===== config.mk =====
export PLATFORM = sky130hd
export DESIGN_NAME = sram_controller
export DESIGN_NICKNAME = d
export VERILOG_FILES = /design/src/rtl/sram_controller_pkg.sv /design/src/rtl/sram_controller.sv
export SDC_FILE = /design/constraint.sdc
export NUM_CORES = 1
export LEC_CHECK = 0
export ABC_AREA = 1
export BUFFER_PORTS_ARGS = -buffer_cell sky130_fd_sc_hd__buf_2
export CORE_AREA = 2 2 87 105
export DETAILED_ROUTE_END_ITERATION = 8
export DIE_AREA = 0 0 89 107
export PLACE_DENSITY = 0.78
export SYNTH_ARGS = -nofsm -noshare
export SYNTH_HDL_FRONTEND = slang
export SYNTH_SLANG_ARGS = --single-unit

===== constraint.sdc =====
create_clock -name clk -period 1.5 [get_ports clk]
set_input_delay 0.3 -clock clk [delete_from_list [all_inputs] [get_ports clk]]
set_output_delay 0.3 -clock clk [all_outputs]
set_load 0.01 [all_outputs]

===== src/rtl/sram_controller_pkg.sv =====
// Shared widths, address window and FSM state encoding for the 32-bit to
// 16-bit SRAM bridge.
package sram_controller_pkg;

  localparam int LEN_REGISTER     = 32;
  localparam int SRAM_ADDR_LEN    = 18;
  localparam int SRAM_DATA_LEN    = 16;
  localparam int IDX_LEN          = SRAM_ADDR_LEN - 1;
  localparam int SRAM_WAIT_CYCLES = 3;
  localparam logic [LEN_REGISTER-1:0] SRAM_BASE = 32'd1024;

  typedef enum logic [2:0] {
    IDLE = 3'd0,
    LOW  = 3'd1,
    HIGH = 3'd2,
    WAIT = 3'd3,
    DONE = 3'd4
  } sram_state_e;

  // Request captured on acceptance; the MEM-stage inputs are ignored afterwards.
  typedef struct packed {
    logic                    wr;
    logic [IDX_LEN-1:0]      idx;
    logic [LEN_REGISTER-1:0] data;
  } sram_req_t;

endpackage


===== src/rtl/sram_controller.sv =====
// Splits each 32-bit MEM-stage access into two 16-bit SRAM cycles (low then high
// half-word), followed by a fixed settle period before handing ready back.
module sram_controller
  import sram_controller_pkg::*;
#(
  parameter int WAIT_CYCLES = SRAM_WAIT_CYCLES
) (
  input  logic                     clk,
  input  logic                     rst,
  input  logic                     rd_en,
  input  logic                     wr_en,
  input  logic [LEN_REGISTER-1:0]  address,
  input  logic [LEN_REGISTER-1:0]  write_data,
  output logic [LEN_REGISTER-1:0]  read_data,
  output logic                     ready,
  output logic [SRAM_ADDR_LEN-1:0] sram_addr,
  output logic                     sram_we_n,
  output logic [SRAM_DATA_LEN-1:0] sram_dq_out,
  output logic                     sram_dq_oe,
  input  logic [SRAM_DATA_LEN-1:0] sram_dq_in
);

  localparam int CW = (WAIT_CYCLES < 2) ? 1 : $clog2(WAIT_CYCLES);

  sram_state_e              state_q, state_d;
  logic [CW-1:0]            cnt_q;
  sram_req_t                req_q;
  logic [LEN_REGISTER-1:0]  addr_off;
  logic                     unused_addr_bits;

  // Offset wraps modulo 2^32; only the word index bits reach the SRAM.
  assign addr_off         = address - SRAM_BASE;
  assign unused_addr_bits = ^{addr_off[LEN_REGISTER-1:IDX_LEN+2], addr_off[1:0]};

  always_ff @(posedge clk) begin
    if (rst) begin
      state_q   <= IDLE;
      cnt_q     <= '0;
      req_q     <= '0;
      read_data <= '0;
    end else begin
      state_q <= state_d;
      if (state_q == HIGH)      cnt_q <= '0;
      else if (state_q == WAIT) cnt_q <= cnt_q + CW'(1);
      if (state_q == IDLE && (rd_en || wr_en)) begin
        req_q.wr   <= wr_en;
        req_q.idx  <= addr_off[IDX_LEN+1:2];
        req_q.data <= write_data;
      end
      if (!req_q.wr) begin
        if (state_q == LOW)  read_data[15:0]  <= sram_dq_in;
        if (state_q == HIGH) read_data[31:16] <= sram_dq_in;
      end
    end
  end

  always_comb begin
    state_d     = state_q;
    ready       = 1'b0;
    sram_addr   = '0;
    sram_we_n   = 1'b1;
    sram_dq_out = '0;
    sram_dq_oe  = 1'b0;
    case (state_q)
      IDLE: begin
        ready = ~rd_en & ~wr_en;
        if (rd_en || wr_en) state_d = LOW;
      end
      LOW: begin
        sram_addr = {req_q.idx, 1'b0};
        if (req_q.wr) begin
          sram_dq_out = req_q.data[15:0];
          sram_dq_oe  = 1'b1;
          sram_we_n   = 1'b0;
        end
        state_d = HIGH;
      end
      HIGH: begin
        sram_addr = {req_q.idx, 1'b1};
        if (req_q.wr) begin
          sram_dq_out = req_q.data[31:16];
          sram_dq_oe  = 1'b1;
          sram_we_n   = 1'b0;
        end
        state_d = (WAIT_CYCLES == 0) ? DONE : WAIT;
      end
      WAIT: begin
        if (cnt_q == CW'(WAIT_CYCLES - 1)) state_d = DONE;
      end
      DONE: begin
        ready   = 1'b1;
        state_d = IDLE;
      end
      default: state_d = IDLE;
    endcase
  end

endmodule


==> results.sh <==
export IMPL_run_status="finished, violations left"
export IMPL_failed_checks="setup timing"
export IMPL_synth_compound_area_share_pct=14.80
export IMPL_wl_mm=10.81
export IMPL_via_per_inst=4.936
export IMPL_drive_above_1_share_pct=36.95
export IMPL_rows=37
export IMPL_grt_pass1_vias=3572
export IMPL_hold_path_end="req_q[14]"
export IMPL_worst_setup_path_type="reg -> out"
export IMPL_clockRootBuffer="clkbuf_8"
export IMPL_drtIter0Drc=165
export IMPL_num_antenna_cells=0
export IMPL_cts_tree="done"
export IMPL_core_sq_um=8518
export IMPL_yosysWarnings=0
export IMPL_syn2layout_area_growth_pct=40.42
export IMPL_clk_latency_ps=350
export IMPL_crit_slowest_cell="dfxtp_4"
export IMPL_worst_ep_arrival_time_ps=1520
export IMPL_grtUsageTotal_pct=21.04
export IMPL_fin_nets=764
export IMPL_avgSynthCellArea_sq_um=7.103
export IMPL_final_setup_viol_count=87
export IMPL_r2r_start="state_q[2]"
export IMPL_numPortBuffers=137
export IMPL_grt_pass1_wl_mm=15.79
export IMPL_initial_utilization_pct=43.86
export IMPL_rr_worst_depth=10
export IMPL_fin_crit_sh_pct=121.3
export IMPL_min_path_cells=3
export IMPL_pin_count=153
export IMPL_drtAntennaViolNets=0
export IMPL_grt_max_degree=54
export IMPL_wl_per_cell_um=13.53
export IMPL_crit_buf_inv=3
export IMPL_fmax_mhz=549.4
export IMPL_ys_seq_elements=87
export IMPL_ir_worst_vdd_mv=0.5399
export IMPL_hold_start="write_data[14]"
export IMPL_cp_top_family="flip-flops"
export IMPL_fin_crit_ps=1820
export IMPL_grt_overflow=0
export IMPL_worstMarginPinSlew_ps=359.2
export IMPL_clockBufferDepth=2
export IMPL_syn_nets=612
export IMPL_critPathMaxStageDelay_ps=370
export IMPL_slew_headroom_pct=76.02
export IMPL_die_w_um=89
export IMPL_fin_ws_ps=-320.2
export IMPL_cp_max_fo=4
export IMPL_fp_dieH_um=107
export IMPL_antenna_found_initial=0
export IMPL_synth_xor_area_share_pct=0.2344
export IMPL_hp_class="in -> reg"
export IMPL_max_cap_viol_count=0
export IMPL_h_tree_depth=3
export IMPL_postCtsHoldBufs=0
export IMPL_path_cells="nor2_4 > nand2_4 > inv_8 > buf_12 > nand2_1 > a21oi_2 > buf_2"
export IMPL_place_hpwl_mm=6.868
export IMPL_skew_ps=11.18
export IMPL_vias=3944
export IMPL_power_density_nw_per_um2=1173
export IMPL_clkTransAtPathRegs_ps=80
export IMPL_cts_inserted_buffers=9
export IMPL_cts_sinks=87
export IMPL_ys_seq_area_share_pct=46.62
export IMPL_hold_viol=0
export IMPL_synthDistinctLibCells=24
export IMPL_synthAdderAreaFrac_pct=0.6698
export IMPL_startpoint_type="register"
export IMPL_rsz0062_at_grt="yes"
export IMPL_maxSlewViolCount=0
export IMPL_required_ps=1200
export IMPL_drc_errors=0
export IMPL_first_pass_iters=4
export IMPL_r2r_slack_ps=-180
export IMPL_synth_top_family_by_area="simple AND/OR/NAND/NOR gates"
export IMPL_r2r_end="req_q[16]"
export IMPL_endpoint_kind="output pin"
export IMPL_tns_ps=-17340
export IMPL_synth_mux_area_share_pct=0
export IMPL_synthCells=526
export IMPL_gp_congestion=0.7563
export IMPL_p_leak_nw=2.496
export IMPL_final_util_pct=61.59
export IMPL_syn_area_sq_um=3736
export IMPL_die_area_sq_um=9523
export IMPL_yosys_area_share_simple_pct=28.60
## metal layers
metal	global-route usage, %	up-vias	wire [um]	share of wire [%]
met5	0	-	0	0
met1	24.86	1822	4394	41
met2	35.82	147	5490	51
met3	5.928	13	755	7.0
met4	7.676	0	174	1.6
li1	-	1962	-	-
## how the worst max path moves through the flow
stage / cells after the start / end / slack, ps / startpoint
after global routing: 8 / sram_dq_out[1] / -400 / state_q[0]
final: 7 / sram_dq_out[3] / -320 / state_q[2]
after global placement: 8 / sram_dq_out[9] / 20 / state_q[0]
after floorplan: 6 / sram_dq_out[0] / 40 / state_q[2]
after CTS: 8 / sram_dq_out[9] / -300 / state_q[0]
after detailed placement: 8 / sram_dq_out[1] / 20 / state_q[0]
## state kept, by name, indices dropped and copies added, names as in the netlist
name	flops
cnt_q	2
req_q	50
read_data	32
state_q	3
## worst register-to-register path: cells and delay by family (launching register included)
family	cells	cell delay, ps
and+or+nand+nor	4	510
DFF	1	370
buffers and inverters	5	650
AOI/OAI and AO/OA	1	110
## layout by cell type, fill, tap and decap left out, types with 4 or more instances in the layout
cell type,n
o21ai_1,19
inv_2,4
buf_12,7
buf_4,13
nor2_2,18
a21oi_1,27
a21oi_2,16
nor2_1,127
o21ai_0,46
buf_6,12
nor2_4,6
nand3_1,25
buf_2,134
clkbuf_8,12
nand2_2,10
nand2_1,61
clkbuf_16,4
inv_1,35
dfxtp_1,84
## report_power, final
group	leakage [nW]	switching, mW	internal, mW
logic	1.67	0.968	0.729
registers	0.719	0.150	2.60
clock network	0.106	0.809	0.902
## synthesized netlist by cell type
master	instances	area share (%)
inv_1	35	3.5
o21ai_1	7	0.94
a21oi_1	43	5.8
dfxtp_1	87	47
nand2_1	71	7.1
o21ai_0	59	7.9
buf_4	12	2.4
nor2_8	1	0.54
nand3_1	26	3.5
nand2_2	2	0.33
inv_2	5	0.50
buf_2	3	0.40
nor2_2	8	1.3
o21a_1	1	0.20
nand3b_1	1	0.20
clkbuf_1	12	1.2
buf_6	2	0.60
nand2_4	2	0.60
xor2_1	1	0.23
inv_4	2	0.33
nor2_4	3	0.90
nor2_1	140	14
buf_1	1	0.10
ha_1	2	0.67
## layout make-up
cell class	count	area, sq um
Clock inverter	2	38.79
Multi-Input combinational cell	367	1815
Fill cell	776	3272
Timing Repair Buffer	171	1159
Inverter	42	170.2
Tap cell	117	146.4
Clock buffer	13	168.9
Sequential cell	87	1748
## cell families (layout without fill, tap and decap cells)
logic type,count (synthesis),count (layout)
simple gates,254,254
compound gates,110,110
flops,87,87
buf+inv,72,228
fa+ha+maj,2,2
xor+xnor,1,1
## through the flow
stage                     std cells  instance area [sq um]  hold WS [ps]  power [mW]  setup slack, ps
after floorplan                 526                   3736         390.0       3.620            41.31
after global placement          769                   4597         446.5       4.096            24.27
after detailed placement        769                   4597         452.5       4.141            15.04
after CTS                       791                   4976         139.0       5.942           -301.7
after global routing            799                   5246         153.7       6.486           -403.7
final                           799                   5246         155.9       6.154           -320.2
## timing repair
action,4_1_cts,5_1_grt
gates resized for setup,28,55
pin swaps,2,14
setup endpoints to repair,39,63
cloned,0,5
buffers inserted,8,4
(Power assumes the default switching activity.)
